### src/rtl/alu_ctrl_mc.sv
// alu_ctrl_mc: EX-stage ALU control decode plus iterative shift-add multiplier.
// Define ALUCTL_MULH_EN to add signed high-half MULH (2*XLEN accumulator).
module alu_ctrl_mc #(
  parameter int XLEN         = 32,
  parameter int BITS_PER_CYC = 1
) (
  input  logic            clk_i,
  input  logic            rst_i,
  input  logic            valid_i,
  input  logic            flush_i,
  input  logic [9:0]      funct_i,
  input  logic [1:0]      ALUOp_i,
  input  logic [XLEN-1:0] rs1_i,
  input  logic [XLEN-1:0] rs2_i,
  output logic [2:0]      ALUCtrl_o,
  output logic            illegal_o,
  output logic            stall_o,
  output logic            mul_done_o,
  output logic [XLEN-1:0] mul_result_o
);

  localparam int N  = XLEN / BITS_PER_CYC;
  localparam int CW = (N > 1) ? $clog2(N) : 1;
`ifdef ALUCTL_MULH_EN
  localparam int AW = 2 * XLEN;
`else
  localparam int AW = XLEN;
`endif

  typedef enum logic [1:0] {
    S_IDLE,
    S_BUSY,
    S_DONE
  } state_t;

  state_t state, state_nxt;

  logic [6:0]      f7;
  logic [2:0]      f3;
  logic            op_r, op_i, op_s, op_b;
  logic [2:0]      ctrl;
  logic            legal;
  logic            is_mul;
  logic            start;
  logic            last;

  logic [CW-1:0]   cnt;
  logic [AW-1:0]   acc;
  logic [AW-1:0]   acc_nxt;
  logic [AW-1:0]   pp;
  logic [AW-1:0]   mcand;
  logic [XLEN-1:0] mplier;
  logic [XLEN-1:0] res_nxt;
  logic [XLEN-1:0] result_q;
  logic [XLEN-1:0] a_in, b_in;

`ifdef ALUCTL_MULH_EN
  logic            is_mulh;
  logic            neg_q;
  logic            op_h;
  logic [AW-1:0]   prod;
`endif

  assign f7   = funct_i[9:3];
  assign f3   = funct_i[2:0];
  assign op_r = (ALUOp_i == 2'b00);
  assign op_i = (ALUOp_i == 2'b01);
  assign op_s = (ALUOp_i == 2'b10);
  assign op_b = (ALUOp_i == 2'b11);

  always_comb begin
    ctrl   = 3'b000;
    legal  = 1'b0;
    is_mul = 1'b0;
`ifdef ALUCTL_MULH_EN
    is_mulh = 1'b0;
`endif
    unique case (1'b1)
      op_r && funct_i == 10'b0000000000: legal = 1'b1;
      op_r && funct_i == 10'b0100000000: begin
        ctrl  = 3'b001;
        legal = 1'b1;
      end
      op_r && funct_i == 10'b0000000111: begin
        ctrl  = 3'b010;
        legal = 1'b1;
      end
      op_r && funct_i == 10'b0000000100: begin
        ctrl  = 3'b011;
        legal = 1'b1;
      end
      op_r && funct_i == 10'b0000001000: begin
        ctrl   = 3'b100;
        legal  = 1'b1;
        is_mul = 1'b1;
      end
      op_r && funct_i == 10'b0000000001: begin
        ctrl  = 3'b101;
        legal = 1'b1;
      end
`ifdef ALUCTL_MULH_EN
      op_r && funct_i == 10'b0000001001: begin
        ctrl    = 3'b111;
        legal   = 1'b1;
        is_mul  = 1'b1;
        is_mulh = 1'b1;
      end
`endif
      op_i && f3 == 3'b000: legal = 1'b1;
      op_i && f3 == 3'b010: legal = 1'b1;
      op_i && f3 == 3'b101 && f7 == 7'b0100000: begin
        ctrl  = 3'b110;
        legal = 1'b1;
      end
      op_s && f3 == 3'b010: legal = 1'b1;
      op_b && f3 == 3'b000: begin
        ctrl  = 3'b001;
        legal = 1'b1;
      end
      default: ;
    endcase
  end

  // Decode outputs are forced quiet while reset is held.
  assign ALUCtrl_o = rst_i ? ctrl : 3'b000;
  assign illegal_o = rst_i & valid_i & ~legal;

  assign start = rst_i && valid_i && !flush_i && is_mul
                 && state == S_IDLE;
  assign last  = (cnt == CW'(N - 1));

  always_comb begin
    state_nxt = state;
    unique case (state)
      S_IDLE: if (start) state_nxt = S_BUSY;
      S_BUSY: begin
        if (flush_i)   state_nxt = S_IDLE;
        else if (last) state_nxt = S_DONE;
      end
      S_DONE:  state_nxt = S_IDLE;
      default: state_nxt = S_IDLE;
    endcase
  end

  assign stall_o      = start || (state == S_BUSY && !flush_i);
  assign mul_done_o   = (state == S_DONE);
  assign mul_result_o = result_q;

  always_comb begin
    pp = '0;
    for (int b = 0; b < BITS_PER_CYC; b++) begin
      if (mplier[b]) pp = pp + (mcand << b);
    end
  end

  assign acc_nxt = acc + pp;

`ifdef ALUCTL_MULH_EN
  // MULH runs on magnitudes; sign is restored on the final product.
  assign a_in = (is_mulh && rs1_i[XLEN-1]) ? -rs1_i : rs1_i;
  assign b_in = (is_mulh && rs2_i[XLEN-1]) ? -rs2_i : rs2_i;
  assign prod = neg_q ? -acc_nxt : acc_nxt;
  assign res_nxt = op_h ? prod[AW-1:XLEN] : prod[XLEN-1:0];
`else
  assign a_in    = rs1_i;
  assign b_in    = rs2_i;
  assign res_nxt = acc_nxt;
`endif

  always_ff @(posedge clk_i or negedge rst_i) begin
    if (!rst_i) begin
      state    <= S_IDLE;
      cnt      <= '0;
      acc      <= '0;
      mcand    <= '0;
      mplier   <= '0;
      result_q <= '0;
`ifdef ALUCTL_MULH_EN
      neg_q    <= 1'b0;
      op_h     <= 1'b0;
`endif
    end else begin
      state <= state_nxt;
      unique case (state)
        S_IDLE: begin
          if (start) begin
            acc    <= '0;
            cnt    <= '0;
            mcand  <= AW'(a_in);
            mplier <= b_in;
`ifdef ALUCTL_MULH_EN
            op_h   <= is_mulh;
            neg_q  <= is_mulh & (rs1_i[XLEN-1] ^ rs2_i[XLEN-1]);
`endif
          end
        end
        S_BUSY: begin
          if (!flush_i) begin
            acc    <= acc_nxt;
            mcand  <= mcand << BITS_PER_CYC;
            mplier <= mplier >> BITS_PER_CYC;
            cnt    <= cnt + CW'(1);
            if (last) result_q <= res_nxt;
          end
        end
        default: ;
      endcase
    end
  end

endmodule

### config.mk
export PLATFORM = sky130hd
export DESIGN_NAME = alu_ctrl_mc
export DESIGN_NICKNAME = d
export VERILOG_FILES = /design/src/rtl/alu_ctrl_mc.sv
export SDC_FILE = /design/constraint.sdc
export NUM_CORES = 1
export LEC_CHECK = 0
export CORE_ASPECT_RATIO = 1.4
export CORE_MARGIN = 3
export CORE_UTILIZATION = 50
export CTS_CLUSTER_DIAMETER = 150
export DETAILED_ROUTE_END_ITERATION = 8
export GPL_ROUTABILITY_DRIVEN = 0
export PLACE_DENSITY_LB_ADDON = 0.3
export SYNTH_ARGS = -nofsm -noshare
export SYNTH_HDL_FRONTEND = slang
export SYNTH_SLANG_ARGS = --single-unit
### constraint.sdc
create_clock -name clk_i -period 4.5 [get_ports clk_i]
set_clock_uncertainty 0.1 [all_clocks]
set_input_delay 0.45 -clock clk_i [delete_from_list [all_inputs] [get_ports clk_i]]
set_output_delay 0.45 -clock clk_i [all_outputs]
set_load 0.005 [all_outputs]
==> impl_metrics.env <==
export IMPL_status="completed"
export IMPL_cap_violations=0
export IMPL_synth_flop_cell="dfrtp_1"
export IMPL_powerDensity_nw_per_um2=292
export IMPL_dieArea_sq_um=16500
export IMPL_postSynthCellCount=866
export IMPL_drt_iter0_markers=291
export IMPL_cts_made_buffers=17
export IMPL_path_common_cell="a211oi_2"
export IMPL_tightest_slew_ns=1.15
export IMPL_grt_total_usage=0.235
export IMPL_cp_end_kind="flip-flop"
export IMPL_vias_per_cell=5.57
export IMPL_crit_slowest_cell="dfrtp_1"
export IMPL_antenna_found_initial=0
export IMPL_vias=6439
export IMPL_ctsResizeCount=0
export IMPL_grt_pass1_wl_mm=30.4
export IMPL_insertion_delay_ns=0.42
export IMPL_period_share=0.790
export IMPL_total_leakage_power_uw=0.00427
export IMPL_wl_mm=18.1
export IMPL_synth_avg_cell_area_sq_um=8.66
export IMPL_layout_drive_gt1_share=0.0735
export IMPL_cts_buffer_depth=2
export IMPL_cts_root_buf="clkbuf_16"
export IMPL_die_x_microns=110
export IMPL_max_slew_margin_rel=0.232
export IMPL_ir_drop_mv=0.260
export IMPL_cp_cell_sequence="and2_1 > ha_1 > a21o_1 > and4_4 > o211a_4 > nor3_4 > a211oi_2 > a211oi_2 > o311ai_2 > xnor2_1 > o21ai_1"
export IMPL_post_cts_buffers=0
export IMPL_synthTopCellsByCount="nand2_1 (226), dfrtp_1 (135), nor2_1 (63), o21ai_0 (49), a31oi_1 (45)"
export IMPL_synth_top_cell_area_share=0.450
export IMPL_fmaxAchievable_mhz=281
export IMPL_hold_violations=0
export IMPL_htreeDepth=4
export IMPL_final_cells=1155
export IMPL_core_sq_um=14600
export IMPL_die_h_microns=151
export IMPL_fill_cells=1259
export IMPL_startpoint_type="flip-flop"
export IMPL_ys_warn_count=0
export IMPL_multi_input_area_sq_um=3880
export IMPL_grt_overflow_total=0
export IMPL_ys_seq_area_frac=0.450
export IMPL_initial_core_util=0.515
export IMPL_wire_per_inst_microns=15.7
export IMPL_yosysTopAreaCell="dfrtp_1"
export IMPL_path_class="flip-flop to flip-flop"
export IMPL_crit_path_max_incr_delay_ns=0.91
export IMPL_dr_pass1_iters=5
export IMPL_synth_most_common_cell="nand2_1"
export IMPL_port_buffers=117
export IMPL_fin_crit_ns=3.56
export IMPL_synth_nets=980
export IMPL_synth_edff_count=0
export IMPL_setup_tns_final_ns=0
export IMPL_seqCellArea_sq_um=3380
export IMPL_slew_viol_final=0
export IMPL_place_hpwl_mm=12.5
export IMPL_rrSetupSlack_ns=0.94
export IMPL_grt_max_degree=86
export IMPL_dp_cells=1125
export IMPL_drc=0
export IMPL_cts_tree="built"
export IMPL_synthArstFlopShare=1.00
export IMPL_syn_cell_area_sq_um=7500
export IMPL_rows=52
export IMPL_netlist_top_cells_area="dfrtp_1 (45%), nand2_1 (11%), ha_1 (5.5%), a31oi_1 (3.8%), o21ai_0 (3.3%)"
export IMPL_clock_sinks=135
export IMPL_arrival_ns=3.73
export IMPL_syn_to_final_growth_pct=24.6
export IMPL_antennaDiodeCount=0
export IMPL_setup_viol=0
export IMPL_ant_nets=0
export IMPL_pin_count=118
export IMPL_hold_class="flip-flop to flip-flop"
export IMPL_grt_pass1_vias=6363
export IMPL_crit_required_ns=4.68
export IMPL_path_clk_slew_ns=0.06
export IMPL_ys_ff_latch=135
export IMPL_synth_cell_types=59
export IMPL_nets=1070
export IMPL_critPathMaxFanout=33
export IMPL_rsz0062_at_grt="false"
-- placed cells by master (no fill, tap or decap), drive strengths merged, types with 10 or more instances in the layout --
| master | count |
|---|---|
| a22oi | 21 |
| a31oi | 45 |
| xnor2 | 18 |
| nor2 | 63 |
| buf | 10 |
| clkdlybuf4s50 | 116 |
| nand3 | 17 |
| xor2 | 17 |
| ha | 33 |
| a21o | 15 |
| and2 | 34 |
| dfrtp | 135 |
| clkbuf | 22 |
| o21ai | 63 |
| a21oi | 30 |
| o22ai | 12 |
| nand2 | 227 |
-- path summary, 6_finish.rpt --
kind                                                endpoint  depth (start not counted)                    startpoint
max in group asynchronous       mul_result_o[20]$_DFFE_PN0P_                          3                         rst_i
worst min-delay path            mul_result_o[23]$_DFFE_PN0P_                          2  mul_result_o[23]$_DFFE_PN0P_
worst max register to register           acc[29]$_DFFE_PN0P_                         11         mplier[0]$_DFFE_PN0P_
worst max-delay path                     acc[29]$_DFFE_PN0P_                         11         mplier[0]$_DFFE_PN0P_
min in group asynchronous       mul_result_o[14]$_DFFE_PN0P_                          2                         rst_i
worst min register to register  mul_result_o[23]$_DFFE_PN0P_                          2  mul_result_o[23]$_DFFE_PN0P_
-- final cells by class --
type	instances	area share
clock buffers	22	0.0529
well taps	189	0.0253
inverters	8	0.00321
multi-input cells	667	0.415
clock inverters	7	0.00763
repair buffers	127	0.134
flip-flops and latches	135	0.362
-- cell families (layout without fill, tap and decap cells) --
logic type / Yosys count / count (layout) / share of synthesized area
and+or+nand+nor: 382 / 382 / 0.224
AOI/OAI and AO/OA: 214 / 214 / 0.187
DFF: 135 / 135 / 0.450
buffers and inverters: 64 / 164 / 0.0359
xor gates and xnor gates: 35 / 35 / 0.0419
adders and majority gates: 34 / 34 / 0.0577
muxes: 2 / 2 / 0.00300
-- layer usage --
metal,vias to the layer above,part of all wire,global-route usage
met3,22,0.040,0.0525
li1,3188,-,-
met4,0,0.017,0.0692
met2,135,0.53,0.427
met5,-,0,0
met1,3094,0.41,0.274
-- where the power goes --
group | internal [uW] | total, uW | switching, uW | leakage [uW]
logic | 83.8 | 146 | 61.8 | 0.00221
clock network | 822 | 1330 | 506 | 0.000272
registers | 1240 | 1250 | 15.8 | 0.00178
-- sequential cells by signal (all words and copies together) (netlist names) --
| name | cells |
|---|---|
| acc | 32 |
| cnt | 5 |
| mcand | 32 |
| mplier | 32 |
| mul_result_o | 32 |
| state | 2 |
-- timing repair --
action	in CTS	in global routing
hold buffers	1	0
endpoints found under the setup margin	0	0
endpoints found under the hold margin	41	0
-- worst max-delay path, delay by kind of cell (launching register included) --
kind | cells | cell delay (ns)
adders and majority gates | 1 | 0.24
AOI/OAI and AO/OA | 6 | 1.16
and+or+nand+nor | 3 | 0.74
xor gates and xnor gates | 1 | 0.25
DFF | 1 | 0.91
-- per-stage QoR --
stage,area (sq um),worst slack (ns),hold WS [ns],util,total power [uW]
floorplan,7500,1.72,0.0544,-,1310
global placement,8770,1.07,0.313,0.601,1420
detailed placement,8770,0.968,0.309,0.601,1420
CTS,9340,0.912,0.378,0.641,2750
global route,9340,0.692,0.384,0.641,2820
finish,9340,0.943,0.373,0.641,2720
No activity file was read; power rests on OpenSTA's default activity.
==> RTL change 1, RTL diff (same flow settings) <==
`XLEN`: 32 -> 16.
--- a/src/rtl/alu_ctrl_mc.sv
+++ b/src/rtl/alu_ctrl_mc.sv
@@ -3,3 +3,3 @@
 module alu_ctrl_mc #(
-  parameter int XLEN         = 32,
+  parameter int XLEN         = 16,
   parameter int BITS_PER_CYC = 1
Interface: changed (resized mul_result_o, rs1_i and rs2_i); port bits go from 118 to 70. The function was not compared with the original's and may differ.
==> RTL change 1 against the original RTL <==
- worst setup slack improved by 0.31 ns
- area after synthesis fell by 47%
- design area shrank 46%
- routed wire length is 51% lower
- maximum frequency grew 9.6%
- via count fell by 48%
- register-to-register slack better by 0.44 ns
- sequential share of layout area fell by 1.4 points
- power is 47% lower
- sequential cell count fell by 65
- critical path type is now in2out
- critical endpoint is now ALUCtrl_o[0]
- highest routed layer unchanged
==> RTL change 1: results (changes against the original RTL) <==
Detailed routing
  – First-pass DRT Iterations: 4 (-1)
  – 1st-iter DRT viols: 183 (-37%)
  – Mean routed wirelength per cell: 14.85 um (-5.1%)
  – Via/cell ratio: 5.551 (-0.43%)

Setup path
  – Crit Path Max Fanout: 7 (-79%)
  – Worst path arrival time: 2.70 ns (-1.03 ns)
  – Slowest CP cell: or4_1
  – Slowest stage delay, CP: 0.51 ns (-0.40 ns)
  – CP top delay family: simple AND/OR/NAND/NOR gates

Pwr
  – Lkg Pwr: 2.463 nW (-42%)

CTS
  – Num CTS Buffers: 9 (-8)
  – Htree depth: 3 (-1)

Placement
  – Dpl cell area: 4765 sq um (-46%)
  – HPWL reported at the end of detailed placement: 6319 um (-50%)
  – # port buffers: 69 (-41%)

Final layout
  – Layout cells sized above 1: 7.415% (+0.065 points)
  – Design area: 5035 sq um (-46%)
  – Final #Nets: 559 (-48%)

Run status
  – Outcome: finished, final reports clean

Global route
  – Total Routing Usage GR: 20.77% (-2.7 points)
  – First-pass GRT wire length: 14710 um (-52%)
  – Vias in the first global route: 3239 (-49%)

Min path
  – Hold Path Class: in2async

Logic synthesis
  – Area contributors post-synth: dfrtp_1, mux2i_1, nand2_1
  – Syn_nets: 499 (-49%)
  – Commonest cells in the netlist: nand2_1, dfrtp_1, o21ai_0
-- RTL change 1: cell count changes after synthesis, moves of 18 or more --
cell	unedited run	this run
nand2_1	226	82
dfrtp_1	135	70
nor2_1	63	13
a31oi_1	45	3
mux2i_1	0	31
a22oi_1	21	0
clkbuf_1	39	21
-- RTL change 1: worst register-to-register path, cell delays in order, from the launching register on --
cell and delay, ns:
dfrtp_1 0.55, and2_1 0.23, ha_1 0.20, fa_1 0.41, a21oi_1 0.29, o211ai_1 0.18
a21bo_2 0.25, a221oi_1 0.39, xnor2_1 0.14, mux2_2 0.28
-- RTL change 1: worst paths after layout --
path | from | endpoint | slack, ns | depth (start not counted)
max | funct_i[6] | ALUCtrl_o[0] | 1.25 | 7
min | rst_i | mul_result_o[11] | 0.22 | 2
max reg2reg | mplier[0] | mul_result_o[12] | 1.38 | 9
min reg2reg | mul_result_o[0] | mul_result_o[0] | 0.38 | 2
max in group asynchronous | rst_i | mcand[7] | 3.49 | 2
min in group clk_i | mul_result_o[0] | mul_result_o[0] | 0.38 | 2
-- RTL change 1: layout make-up --
| cell class | instances | area [sq um] | area share, % |
|---|---|---|---|
| Multi-Input combinational cell | 333 | 2142 | 42.54 |
| Sequential cell | 70 | 1752 | 34.79 |
| Timing Repair Buffer | 74 | 723.2 | 14.36 |
| Clock buffer | 10 | 137.6 | 2.734 |
| Clock inverter | 6 | 132.6 | 2.634 |
| Tap cell | 100 | 125.1 | 2.485 |
| Inverter | 6 | 22.52 | 0.4473 |
-- RTL change 1: where the power goes --
part	internal, W	switching [W]	total (W)
Sequential	0.000639	0.00000649	0.000645
Combinational	0.0000631	0.0000484	0.000112
Clock	0.000438	0.000242	0.000680
-- RTL change 1: kinds of logic (layout without fill, tap and decap cells) --
logic type	count (synthesis)	after routing	share of synthesized area [%]
simple gates	157	157	19.17
xor+xnor	15	15	3.278
fa+ha+maj	17	17	5.495
flops	70	70	43.71
mux	35	35	8.960
buf+inv	31	96	3.029
compound gates	109	109	16.36
-- RTL change 1: per-stage QoR --
stage	hold WS, ns	util (%)	instances	setup WS [ns]
finish	0.2235	64.57	599	1.255
global route	0.3020	64.57	599	1.149
CTS	0.2621	64.57	599	1.257
detailed placement	0.3631	61.10	583	1.262
global placement	0.3559	61.10	583	1.303
floorplan	0.05441	-	434	1.811
-- RTL change 1: routing by layer --
layer / track usage, % / vias to the layer above / wire length (um)
li1: - / 1657 / -
met1: 25.84 / 1567 / 3890
met2: 33.46 / 83 / 4229
met3: 4.935 / 18 / 545
met4: 9.978 / 0 / 232
met5: 0 / - / 0
==> RTL change 2, RTL diff (config.mk and constraints unchanged) <==
Without the edit above. The 3 states of `state_t` get a one-hot encoding in 3 bits.
--- a/src/rtl/alu_ctrl_mc.sv
+++ b/src/rtl/alu_ctrl_mc.sv
@@ -29,6 +29,6 @@
 
-  typedef enum logic [1:0] {
-    S_IDLE,
-    S_BUSY,
-    S_DONE
+  typedef enum logic [2:0] {
+    S_IDLE = 3'b001,
+    S_BUSY = 3'b010,
+    S_DONE = 3'b100
   } state_t;
Check against the original RTL: no difference found for any inputs over 10 cycles, from zero or initial values and one cycle with rst_i low; not proved beyond that.
==> RTL change 2 against the original RTL <==
- design area increased by 1.8%
- routed wire length increased by 1.2%
- via count down 3.2%
- area after synthesis up 0.95%
- sequential share of layout area is 0.35 points lower
- power is 3.1% higher
- clock power is 9.8% higher
- sequential cell count grew 1
- maximum frequency shrank 6.2%
- worst setup slack got worse by 0.24 ns
- critical path type unchanged
==> RTL change 2: results (changes against the original RTL) <==
Detailed routing
  – 1st-iter DRT viols: 303 (+4.1%)
  – Mean routed wirelength per cell: 16.46 um (+5.2%)
  – Via/cell ratio: 5.613 (+0.68%)
  – Metal-1 WL: 7678 um (+3.6%)
  – Max layer used: met4
  – Metal3 WL: 917 um (+28%)
  – Metal2 WL: 9323 um (-3.4%)
  – First-pass DRT Iterations: 5 (unchanged)

Global route
  – Vias in the first global route: 6283 (-1.3%)
  – First-pass GRT wire length: 30360 um (about the same)
  – Largest net degree at the start of global routing: 78 (-9.3%)
  – Total Routing Usage GR: 23.05% (-0.46 points)

CTS
  – Worst-skew pair later-pin latency: 0.42 ns (about the same)
  – Htree depth: 4 (unchanged)
  – Clk pin slew, worst setup/hold paths: 0.06 ns (about the same)
  – Clock root buffer: clkbuf_16
  – Post-CTS Setup Inserts: 0 (unchanged)

Pwr
  – Flop pwr share: 43.6% (-2.3 points)
  – Lkg Pwr: 4.392 nW (+2.9%)
  – Cell Int Power: 0.002197 W (+2.6%)
  – Logic gate share of total power: 4.3% (-1.0 points)
  – Worst vdd ir: 232.3 uV (-11%)

Setup path
  – Crit Path Max Fanout: 14 (-58%)
  – Slowest CP cell: dfrtp_1
  – CP top delay family: compound AO/OA/AOI/OAI gates
  – Slowest stage delay, CP: 0.51 ns (-0.40 ns)

Logic synthesis
  – Mux cell area share after synthesis: 7.453% (+7.2 points)
  – Post-synth top flop: dfrtp_1
  – Area contributors post-synth: dfrtp_1, nand2_1, mux2i_1
  – Sequential area share after synthesis: 44.97% (-0.077 points)
  – Synth Area in Adders: 5.718% (-0.054 points)
  – Compound-Gate Fraction of Synth Area: 18.71% (+0.022 points)
  – Library cells used by synthesis: 55 (-6.8%)
  – Commonest cells in the netlist: nand2_1, dfrtp_1, o21ai_0
  – Syn_nets: 926 (-5.5%)
  – Post-synthesis xor/xnor area fraction: 4.016% (-0.17 points)
  – Post-synthesis async set-or-reset flop share: 100.0% (unchanged)

Final layout
  – Final #Nets: 1023 (-4.4%)
  – Layout cells sized above 1: 7.158% (-0.19 points)
  – Fill count: 1194 (-5.2%)
  – # diodes: 0 (unchanged)

Min path
  – Hold Path Class: in2async

Placement
  – HPWL reported at the end of detailed placement: 12770 um (+1.8%)
  – # port buffers: 117 (unchanged)

STA
  – Measured slew at the worst slew-check pin: 0.9722 ns (-0.1776 ns)

Run status
  – Outcome: finished, final reports clean
RTL change 2: final timing paths:
| kind | from | to | slack [ns] | cells after the start |
|---|---|---|---|---|
| min in group clk_i | mul_result_o[12] | mul_result_o[12] | 0.38 | 2 |
| worst max register to register | mplier[0] | acc[28] | 0.71 | 12 |
| worst min register to register | mul_result_o[12] | mul_result_o[12] | 0.38 | 2 |
| worst min-delay path | rst_i | mcand[18] | 0.29 | 2 |
| worst max-delay path | mplier[0] | acc[28] | 0.71 | 12 |
| max in group asynchronous | rst_i | acc[3] | 2.88 | 3 |
RTL change 2: layout make-up:
cell class	instances	area [sq um]	share of cell area, %
Clock buffer	18	439.2	4.620
Clock inverter	14	186.4	1.961
Inverter	9	33.78	0.3554
Multi-Input combinational cell	617	3948	41.53
Sequential cell	136	3405	35.82
Tap cell	189	236.5	2.488
Timing Repair Buffer	128	1257	13.23
RTL change 2: layer usage:
layer / track usage [%] / up-vias
met4: 7.673 / 0
met2: 40.31 / 161
met1: 28.30 / 2982
met3: 4.409 / 34
met5: 0 / -
li1: - / 3059
RTL change 2: repair_timing:
| action | in CTS | in global routing |
|---|---|---|
| resized for setup | 0 | 0 |
| endpoints found under the hold margin | 5 | 0 |
| hold buffers | 1 | 0 |
RTL change 2: per-stage QoR:
| step | total power (W) | instance area, sq um | setup slack, ns | cells | util (%) |
|---|---|---|---|---|---|
| after global placement | 0.001368 | 8870 | 0.9443 | 1078 | 60.59 |
| after floorplan | 0.001264 | 7571 | 1.334 | 812 | - |
| after CTS | 0.002832 | 9505 | 0.7663 | 1111 | 64.93 |
| final | 0.002808 | 9505 | 0.7077 | 1111 | 64.93 |
| after global routing | 0.002899 | 9505 | 0.4686 | 1111 | 64.93 |
| after detailed placement | 0.001368 | 8870 | 0.8144 | 1078 | 60.59 |
